**config.mk**
```make
export PLATFORM = sky130hd
export DESIGN_NAME = fdiv_fps_flat
export DESIGN_NICKNAME = d
export VERILOG_FILES = /design/src/rtl/fdiv_fps_pkg.sv /design/src/rtl/fdiv_fps_if.sv /design/src/rtl/fdiv_fps_lzc.sv /design/src/rtl/fdiv_fps.sv /design/src/flat_wrapper.sv
export SDC_FILE = /design/constraint.sdc
export NUM_CORES = 1
export LEC_CHECK = 0
export CAP_MARGIN = 30
export CELL_PAD_IN_SITES_DETAIL_PLACEMENT = 2
export CELL_PAD_IN_SITES_GLOBAL_PLACEMENT = 2
export CORE_ASPECT_RATIO = 0.8
export CORE_MARGIN = 10
export CORE_UTILIZATION = 30
export DETAILED_ROUTE_END_ITERATION = 6
export PLACE_DENSITY_LB_ADDON = 0.2
export RECOVER_POWER = 25
export SLEW_MARGIN = 40
export SYNTH_ARGS = -nofsm -noshare
export SYNTH_HDL_FRONTEND = slang
export SYNTH_HIERARCHICAL = 1
export SYNTH_SLANG_ARGS = --single-unit
```
**constraint.sdc**
```tcl
create_clock -name clk -period 3.6 [get_ports clk]
set_input_delay 0.9 -clock clk [delete_from_list [all_inputs] [get_ports clk]]
set_output_delay 0.9 -clock clk [all_outputs]
set_load 0.02 [all_outputs]
```
**src/rtl/fdiv_fps_pkg.sv**
```systemverilog
// Shared FP definitions for the divider: pre-round field layout, bias constants,
// FSM encoding and the exponent saturation helper used when packing results.
package fdiv_fps_pkg;

    localparam int RES_W          = 35;
    localparam int SIGN           = 34;
    localparam int EXP_MSB        = 33;
    localparam int EXP_LSB        = 25;
    localparam int FRAC_MSB       = 24;
    localparam int FRAC_LSB       = 2;
    localparam int GUARD          = 1;
    localparam int STICKY         = 0;

    localparam int FP_BIAS        = 127;
    localparam int FP_EXP_OVF     = 255;
    localparam int FDIV_ITER      = 26;
    localparam int FDIV_STALL_CNT = 26;

    typedef enum logic [1:0] {
        ST_IDLE = 2'd0,
        ST_ITER = 2'd1,
        ST_PACK = 2'd2
    } state_e;

    typedef struct packed {
        logic        sign;
        logic [8:0]  exp;
        logic [22:0] frac;
        logic        guard;
        logic        sticky;
    } preround_t;

    // Clamp a 10-bit signed exponent into the 9-bit two's complement field.
    function automatic logic [8:0] sat_exp(input logic signed [9:0] e);
        if (e > $signed(10'(FP_EXP_OVF)))
            return 9'(FP_EXP_OVF);
        else if (e < -10'sd256)
            return 9'h100;
        else
            return e[8:0];
    endfunction

endpackage

```
**src/rtl/fdiv_fps_if.sv**
```systemverilog
// Operand/result interface between the FPU operation selector and the divider.
interface fdiv_fps_if;
    import fdiv_fps_pkg::*;

    logic             start_i;
    logic             flush_i;
    logic [31:0]      rs1_i;
    logic [31:0]      rs2_i;
    logic             busy_o;
    logic             done_o;
    logic [RES_W-1:0] res_o;

    modport master (
        output start_i, flush_i, rs1_i, rs2_i,
        input  busy_o, done_o, res_o
    );

    modport slave (
        input  start_i, flush_i, rs1_i, rs2_i,
        output busy_o, done_o, res_o
    );

endinterface

```
**src/rtl/fdiv_fps_lzc.sv**
```systemverilog
// fp_lzc23: combinational leading-zero count of a 23-bit fraction (23 when all zero).
module fp_lzc23 (
    input  logic [22:0] frac,
    output logic [4:0]  cnt
);

    // NOTE: every always_comb output gets a default before any conditional write, so no latch is inferred.
    always_comb begin
        cnt = 5'd23;
        for (int i = 0; i < 23; i++) begin
            if (frac[i]) cnt = 5'(22 - i);
        end
    end

endmodule

```
**src/rtl/fdiv_fps.sv**
```systemverilog
// Iterative restoring single-precision divider producing the unrounded 35-bit
// pre-round result for the shared FP rounding stage.
module fdiv_fps
    import fdiv_fps_pkg::*;
#(
    parameter int ITER = FDIV_ITER
) (
    input  logic       clk,
    input  logic       rst_n,
    fdiv_fps_if.slave  bus
);

    localparam int CNT_W = $clog2(ITER + 1);

    state_e              state;
    logic [CNT_W-1:0]    cnt_q;
    logic                sign_q;
    logic [23:0]         mb_q;
    logic [24:0]         rem_q;
    logic [ITER-1:0]     q_q;
    logic signed [9:0]   e_q;
    logic                busy_q;
    logic                done_q;
    preround_t           res_q;

    logic [4:0]          lzc_a, lzc_b;
    logic [23:0]         ma_n, mb_n;
    logic signed [9:0]   ea_n, eb_n, e_n;
    logic                ge;
    logic [23:0]         diff;
    logic signed [9:0]   e_adj;
    preround_t           pack_n;

    fp_lzc23 u_lzc_a (.frac(bus.rs1_i[22:0]), .cnt(lzc_a));
    fp_lzc23 u_lzc_b (.frac(bus.rs2_i[22:0]), .cnt(lzc_b));

    // Normalise both operands so bit23 is set; subnormals carry a non-positive exponent.
    always_comb begin
        if (bus.rs1_i[30:23] == 8'd0) begin
            ma_n = {1'b0, bus.rs1_i[22:0]} << (lzc_a + 5'd1);
            ea_n = -$signed({5'b0, lzc_a});
        end else begin
            ma_n = {1'b1, bus.rs1_i[22:0]};
            ea_n = $signed({2'b0, bus.rs1_i[30:23]});
        end
        if (bus.rs2_i[30:23] == 8'd0) begin
            mb_n = {1'b0, bus.rs2_i[22:0]} << (lzc_b + 5'd1);
            eb_n = -$signed({5'b0, lzc_b});
        end else begin
            mb_n = {1'b1, bus.rs2_i[22:0]};
            eb_n = $signed({2'b0, bus.rs2_i[30:23]});
        end
        e_n = ea_n - eb_n + $signed(10'(FP_BIAS));
    end

    // rem < 2*mb always holds, so the difference fits in 24 bits.
    assign ge   = rem_q >= {1'b0, mb_q};
    assign diff = 24'(rem_q - {1'b0, mb_q});

    always_comb begin
        pack_n.sign = sign_q;
        if (q_q[ITER-1]) begin
            pack_n.frac   = q_q[ITER-2 -: 23];
            pack_n.guard  = q_q[1];
            pack_n.sticky = q_q[0] | (|rem_q);
            e_adj         = e_q;
        end else begin
            pack_n.frac   = q_q[ITER-3 -: 23];
            pack_n.guard  = q_q[0];
            pack_n.sticky = |rem_q;
            e_adj         = e_q - 10'sd1;
        end
        pack_n.exp = sat_exp(e_adj);
    end

    // NOTE: datapath registers are flops, not a memory array, so they all take the async reset.
    always_ff @(posedge clk or negedge rst_n) begin
        if (!rst_n) begin
            state  <= ST_IDLE;
            cnt_q  <= '0;
            sign_q <= 1'b0;
            mb_q   <= '0;
            rem_q  <= '0;
            q_q    <= '0;
            e_q    <= '0;
            busy_q <= 1'b0;
            done_q <= 1'b0;
            res_q  <= '0;
        end else begin
            // NOTE: non-blocking assignments keep every register update on the same edge snapshot.
            done_q <= 1'b0;
            if (bus.flush_i) begin
                state  <= ST_IDLE;
                busy_q <= 1'b0;
            end else begin
                case (state)
                    ST_IDLE: begin
                        if (bus.start_i) begin
                            sign_q <= bus.rs1_i[31] ^ bus.rs2_i[31];
                            mb_q   <= mb_n;
                            rem_q  <= {1'b0, ma_n};
                            e_q    <= e_n;
                            q_q    <= '0;
                            cnt_q  <= CNT_W'(ITER);
                            busy_q <= 1'b1;
                            state  <= ST_ITER;
                        end
                    end
                    ST_ITER: begin
                        rem_q <= ge ? {diff, 1'b0} : {rem_q[23:0], 1'b0};
                        q_q   <= {q_q[ITER-2:0], ge};
                        cnt_q <= cnt_q - 1'b1;
                        if (cnt_q == CNT_W'(1)) state <= ST_PACK;
                    end
                    ST_PACK: begin
                        res_q  <= pack_n;
                        done_q <= 1'b1;
                        busy_q <= 1'b0;
                        state  <= ST_IDLE;
                    end
                    default: state <= ST_IDLE;
                endcase
            end
        end
    end

    assign bus.busy_o = busy_q;
    assign bus.done_o = done_q;
    assign bus.res_o  = res_q;

endmodule

```
**src/flat_wrapper.sv**
```systemverilog
// flat-port wrapper written by rule: the top's interface ports become plain ports
module fdiv_fps_flat import fdiv_fps_pkg::*;
#(
    parameter int ITER = FDIV_ITER
)
  (clk, rst_n, bus_start_i, bus_flush_i, bus_rs1_i, bus_rs2_i, bus_busy_o, bus_done_o, bus_res_o);
  fdiv_fps_if bus_i ();
  input  logic clk;
  input  logic rst_n;
  input wire logic [$bits(bus_i.start_i)-1:0] bus_start_i;
  input wire logic [$bits(bus_i.flush_i)-1:0] bus_flush_i;
  input wire logic [$bits(bus_i.rs1_i)-1:0] bus_rs1_i;
  input wire logic [$bits(bus_i.rs2_i)-1:0] bus_rs2_i;
  output wire logic [$bits(bus_i.busy_o)-1:0] bus_busy_o;
  output wire logic [$bits(bus_i.done_o)-1:0] bus_done_o;
  output wire logic [$bits(bus_i.res_o)-1:0] bus_res_o;
  assign bus_i.start_i = bus_start_i;
  assign bus_i.flush_i = bus_flush_i;
  assign bus_i.rs1_i = bus_rs1_i;
  assign bus_i.rs2_i = bus_rs2_i;
  assign bus_busy_o = bus_i.busy_o;
  assign bus_done_o = bus_i.done_o;
  assign bus_res_o = bus_i.res_o;
  fdiv_fps #(.ITER(ITER)) u_core (.clk(clk), .rst_n(rst_n), .bus(bus_i));
endmodule
```
Word-level counts from Yosys, hierarchy flattened
Cells that the tools add are included.
{"block": "classes", "addsub": 9, "n_mul": 0, "div": 0, "n_lt_le_gt_ge": 3, "n_eq_ne": 6, "shift": 2, "n_mux": 70, "bitwise_logic": 3, "n_reduce_logical": 11}
{"op": "5-bit 2-to-1 mux", "count": 45}
{"op": "25-bit 2-to-1 mux", "count": 3}
{"op": "26-bit case mux with 2 select lines", "count": 1}
{"op": "25-bit case mux with 2 select lines", "count": 1}
{"op": "24-bit 2-to-1 mux", "count": 2}
{"op": "23-bit by 5-bit left shift with 24-bit output", "count": 2}
{"op": "10-bit 2-to-1 mux", "count": 3}
{"op": "26-bit 2-to-1 mux", "count": 1}
{"op": "25-bit by 24-bit greater-or-equal comparator with 1-bit output", "count": 1}
{"op": "25-bit OR reduction", "count": 1}
{"op": "24-bit subtractor", "count": 1}
{"op": "5-bit negator with 10-bit output", "count": 2}
{"op": "9-bit 2-to-1 mux", "count": 2}
{"op": "8-bit logical NOT", "count": 2}
{"op": "10-bit by 8-bit adder with 10-bit output, second input constant", "count": 1}
{"op": "5-bit by 1-bit adder with 5-bit output, second input constant", "count": 2}
{"op": "10-bit by 9-bit > comparator with 1-bit output, second input constant", "count": 1}
{"op": "10-bit by 9-bit < comparator with 1-bit output, second input constant", "count": 1}
{"op": "5-bit case mux with 2 select lines", "count": 1}
{"op": "10-bit subtractor", "count": 1}
{"op": "10-bit by 2-bit subtractor with 10-bit output, second input constant", "count": 1}
{"op": "1-bit 2-to-1 mux", "count": 6}
{"op": "2-bit 2-to-1 mux", "count": 3}
{"op": "2-bit AND reduction", "count": 3}
{"op": "other kinds (16)", "count": 17}
{"block": "word_totals", "regBits": 130, "latchBits": 0, "ramBits": 0, "romBits": 0, "input_bits": 68, "output_inout_bits": 37, "elab_cells": 118, "memories": 0}

Longest topological paths before layout
{"block": "logic_depth", "ltp_word": 28, "ltp_mapped": 22, "depth_no_buf": 18}

Cells and area by module
Netlist, hierarchy kept.
{"module": "fdiv_fps", "instances": 1, "cells_per_inst": 1166, "area_each_um2": 10297.4, "seq_area_each_um2": 3253.1}
{"module": "fp_lzc23", "instances": 2, "cells_per_inst": 42, "area_each_um2": 236.5, "seq_area_each_um2": 0.0}

Worst setup path before layout
OpenSTA, ideal clock, no wires.
{"block": "synth_path", "kind": "input to register", "start": "input bus_rs1_i[1]", "end": "register u_core.e_q[9]", "setup_ps": 129, "arrival_time_ps": 4892, "t_required_ps": 3471, "path_slack_ps": -1421, "stages": 22, "n_path_buf": 4, "cell_sequence": "nand2b_1 -> a2111oi_0 -> o221ai_1 -> o311a_1 -> buf_6 -> buf_6 -> inv_1 -> ha_1 -> buf_4 -> buf_2 -> a41o_1 -> ha_1 -> ha_1 -> fa_1 -> a21o_1 -> a21oi_1 -> o21bai_1 -> a21oi_1 -> o21bai_1 -> a21oi_1 -> xnor2_1 -> o21ai_1"}
{"block": "synth_between", "elab_chain_len": 26}
{"element": "start, declared", "line": "flat_wrapper.sv:12", "text": "input wire logic [$bits(bus_i.rs1_i)-1:0] bus_rs1_i;"}
{"element": "5-bit 2-to-1 mux (22 in a row)", "line": "fdiv_fps_lzc.sv:11", "text": "if (frac[i]) cnt = 5'(22 - i);"}
{"element": "named net u_core.lzc_a[0]", "line": "fdiv_fps.sv:26", "text": "logic [4:0] lzc_a, lzc_b;"}
{"element": "5-bit negator with 10-bit output", "line": "fdiv_fps.sv:41", "text": "ea_n = -$signed({5'b0, lzc_a});"}
{"element": "10-bit 2-to-1 mux", "line": "fdiv_fps.sv:39", "text": "if (bus.rs1_i[30:23] == 8'd0) begin"}
{"element": "10-bit subtractor", "line": "fdiv_fps.sv:53", "text": "e_n = ea_n - eb_n + $signed(10'(FP_BIAS));"}
{"element": "10-bit by 8-bit adder with 10-bit output", "line": "fdiv_fps.sv:53"}
{"element": "end signal, assigned", "line": "fdiv_fps.sv:102", "text": "e_q <= e_n;"}
{"element": "end, declared", "line": "fdiv_fps.sv:21", "text": "logic signed [9:0] e_q;"}
The timed path passes the listed nets, and every way through them passes these cells.
A chain may end at the register's enable or synchronous reset.

Final worst setup path
{"block": "layout_path", "start": "input bus_rs1_i[13]", "end": "register u_core.e_q[9]"}
{"block": "layout_between", "elab_chain_len": 14}
{"element": "5-bit 2-to-1 mux (10 in a row)", "line": "fdiv_fps_lzc.sv:11"}
{"element": "named net u_core.lzc_a[1]", "line": "fdiv_fps.sv:26"}
{"element": "5-bit negator with 10-bit output", "line": "fdiv_fps.sv:41"}
{"element": "10-bit 2-to-1 mux", "line": "fdiv_fps.sv:39"}
{"element": "10-bit subtractor", "line": "fdiv_fps.sv:53"}
{"element": "10-bit by 8-bit adder with 10-bit output", "line": "fdiv_fps.sv:53"}
The timed path passes the listed nets, and every way through them passes these cells.

==> reports/metrics.csv <==
metric,value,unit
RSZ-0062 raised after global routing,true,
clock sinks,130,
DIE AREA,0.0439,mm^2
Antenna Cells,0,
Critical Path AT,4.50,ns
post-synthesis area per instance,8.62,um^2
initial antenna violation count,1,
Tightest Pin Transition,2.52,ns
Finished Core Util,46.4,%
max cap viols,1,
first-pass GRT wire length,75900,um
critical path startpoint category,input port,
Post-Syn Nets,1370,
All-Layer GR Usage,21.9,%
Die Y,189,um
Post-synth EDFFs,0,
Setup Skew,0.0117,ns
Core Area,0.0351,mm^2
Placer Congestion,0.911,
failing checks,"max-capacitance violations, max-slew violations, negative setup slack",
sw power,3.33,mW
IO Pins,105,
number of global-route vias before repair,12548,
Max-slew headroom,-67.7,%
hpwl dp,35500,um
Yosys top cell area share,30.2,%
CTS root buf,clkbuf_16,
Worst setup EP type,flip-flop,
DP Worst Slack,-1.56,ns
Period minus WS final,4.18,ns
CP Cell Sequence,buf_2 > or4_4 > a31oi_1 > o41a_1 > inv_2 > ha_4 > a41o_4 > ha_4 > ha_4 > fa_2 > a21o_1 > a21oi_2 > o21bai_2 > a21oi_2 > o21bai_1 > a21oi_1 > xnor2_1 > o21ai_1,
Post-Syn Area,0.0108,mm^2
# port buffers,104,
Cell variety after synth,77,
critical path data required time,3.91,ns
final setup violation count,29,
"CTS clk-pin slew, worst paths",0.07,ns
Reg2Reg Setup Slack,0.48,ns
VDD IR max,0.402,mV
Worst path slowest cell,or4_4,
internal power,4.34,mW
Gate power share,52.3,%
synth top area cells,"dfrtp_1 30%, mux2i_1 6.8%, mux4_2 6.1%",
layout cells sized above 1,36.0,%
post-synthesis sequential area ratio,30.2,%
Inserted Clock Buffers,17,
total gr overflow,0,
drc violations,0,
vias per inst,5.68,
Flop pwr share,25.7,%
CTS tree,built,
CTS Buffer Depth,2,
max incr delay on CP,0.49,ns
#FFs+latches synth,130,
Syn Inst Count,1250,
Async SR Flop Fraction,100,%
Pwr Density,470,mW/mm^2
final worst setup slack,-0.583,ns
starting density of the core,30.7,%
Max Clk Rate,239,MHz
status,"finished, violations left",
Final Hold Vio Count,0,
cell mode on critical path,ha_4,
Worst path top cell family by delay,compound AO/OA/AOI/OAI gates,
Met2 Wirelength,25000,um
filler instances,3720,
hold crit path type,flip-flop to flip-flop,
M1 WL,23600,um
initial DRC count,752,
largest net degree at the start of global routing,63,
Total Wirelength,51300,um
Pleak,6.87,nW
Hold Slack,0.477,ns
CP Max Fanout,3,
antenna-violating nets left,0,
H-tree lvl count,4,
Clock power frac,22.0,%
Synth Flop Type,dfrtp_1,
highest metal used,met4,
Setup CP Type,input port to flip-flop,
routed len/inst,25.0,um
Final #Nets,1691,
number of hold buffers added after CTS,0,
critical path buffer and inverter count,2,
FP Rows,61,
clk_lat worst skew,0.43,ns
P&R area growth vs syn,51.3,%
via count,11671,
drt pass-1 iters,4,
Yosys Warn Count,6,
sw frac,43.4,%
Max Slew Vio Count,51,
met3 WL,2030,um
leading area contributor after synthesis,dfrtp_1,
part of the cycle the worst path needs,116,%
Die W,232,um
[power by group through the flow]
stage	Sequential, mW	Clock (mW)	Combinational, mW
3_3_place_gp	1.97	0	3.31
3_5_place_dp	1.98	0	3.45
4_1_cts	1.96	1.72	3.69
5_1_grt	2.00	1.80	4.34
6_report	1.97	1.68	4.01
2_1_floorplan	1.85	0	2.35
[worst min-delay path, delay by kind of cell (launching register included)]
kind	cells	cell delay, ns
flops	1	0.35
simple gates	2	0.10
[logic make-up (layout without fill, tap and decap cells)]
logic type                 count (synthesis)  count (layout)  synth area share [%]
AOI/OAI and AO/OA                        379             379                  23.7
xor gates and xnor gates                  54              54                  4.39
adders and majority gates                 57              57                  6.65
buffers and inverters                    131             465                  5.22
DFF                                      130             130                  30.2
muxes                                    108             108                  13.5
and+or+nand+nor                          391             391                  16.4
[cell type report]
| cell class | instances | area [um^2] | share of cell area [%] |
|---|---|---|---|
| clock buffers | 17 | 425 | 2.61 |
| inverters | 58 | 225 | 1.38 |
| multi-input cells | 989 | 8340 | 51.2 |
| flip-flops and latches | 130 | 3250 | 20.0 |
| repair buffers | 375 | 3330 | 20.4 |
| well taps | 472 | 591 | 3.62 |
| clock inverters | 15 | 135 | 0.829 |
[worst paths after layout]
check,startpoint,endpoint,cells after the start
setup / recovery,bus_rs1_i[13],u_core/e_q[9]$_DFFE_PN0P_,18
hold reg to reg,u_core/sign_q$_DFFE_PN0P_,u_core/bus.res_o[34]$_DFFE_PN0P_,2
hold / removal,u_core/sign_q$_DFFE_PN0P_,u_core/bus.res_o[34]$_DFFE_PN0P_,2
min in group asynchronous,rst_n,u_core/bus.res_o[32]$_DFFE_PN0P_,1
max in group asynchronous,rst_n,u_core/bus.res_o[22]$_DFFE_PN0P_,2
setup reg to reg,u_core/rem_q[12]$_DFFE_PN0P_,u_core/rem_q[2]$_DFFE_PN0P_,9
[cell usage in the layout (no fill, tap or decap), types with 10 or more instances in the layout]
cell type,instances
a211oi_1,10
a21o_1,19
a21oi_1,43
a21oi_2,19
a221oi_2,18
a22o_1,25
a22oi_1,15
buf_4,220
buf_6,41
clkbuf_16,19
clkdlybuf4s50_1,58
dfrtp_1,130
dlygate4sd2_1,14
ha_1,37
ha_4,13
inv_1,53
mux2i_1,61
mux4_2,29
nand2_1,150
nand2_2,18
nand3_1,30
nor2_1,69
nor2_2,11
nor3_1,23
nor4_1,14
o211ai_1,14
o21ai_0,74
o21ai_1,30
o21ai_2,13
xnor2_1,26
xor2_1,13
[registers in the layout, summed over array words and instances (netlist names)]
signal             count
u_core/bus.busy_o      1
u_core/bus.done_o      1
u_core/bus.res_o      35
u_core/cnt_q           5
u_core/e_q            10
u_core/mb_q           24
u_core/q_q            26
u_core/rem_q          25
u_core/sign_q          1
u_core/state           2
[synth_stat cells (16+ instances only)]
cell type	n
clkbuf_1	44
o21ai_0	111
a21oi_1	65
mux2i_1	73
a221oi_1	24
nor3_1	27
xnor2_1	40
a21o_1	19
nor4_1	20
mux4_2	29
a22oi_1	16
a22o_1	25
nor2_1	84
nand2_1	170
ha_1	50
inv_1	58
dfrtp_1	130
buf_2	16
nand3_1	34
[what timing repair did]
action	4_1_cts	5_1_grt
hold endpoints to repair	0	0
buffers inserted	31	27
cloned	3	2
pin swaps	85	85
gates resized for setup	262	176
endpoints found under the setup margin	56	50
[routing by layer]
layer	vias to the layer above	track usage [%]
li1	5292	-
met1	6092	29.8
met2	246	36.2
met3	41	3.27
met4	0	3.79
met5	-	0
[per-stage QoR]
stage	power, mW	std cells	cell area [um^2]	TNS [ns]
final	7.66	2056	16300	-5.66
after global routing	8.14	2056	16300	-7.77
after CTS	7.37	2033	15400	-3.12
after detailed placement	5.43	1975	13900	-57.73
after global placement	5.28	1975	13900	-49.16
after floorplan	4.20	1250	10900	-6.19
No activity file was read; power rests on OpenSTA's default activity.
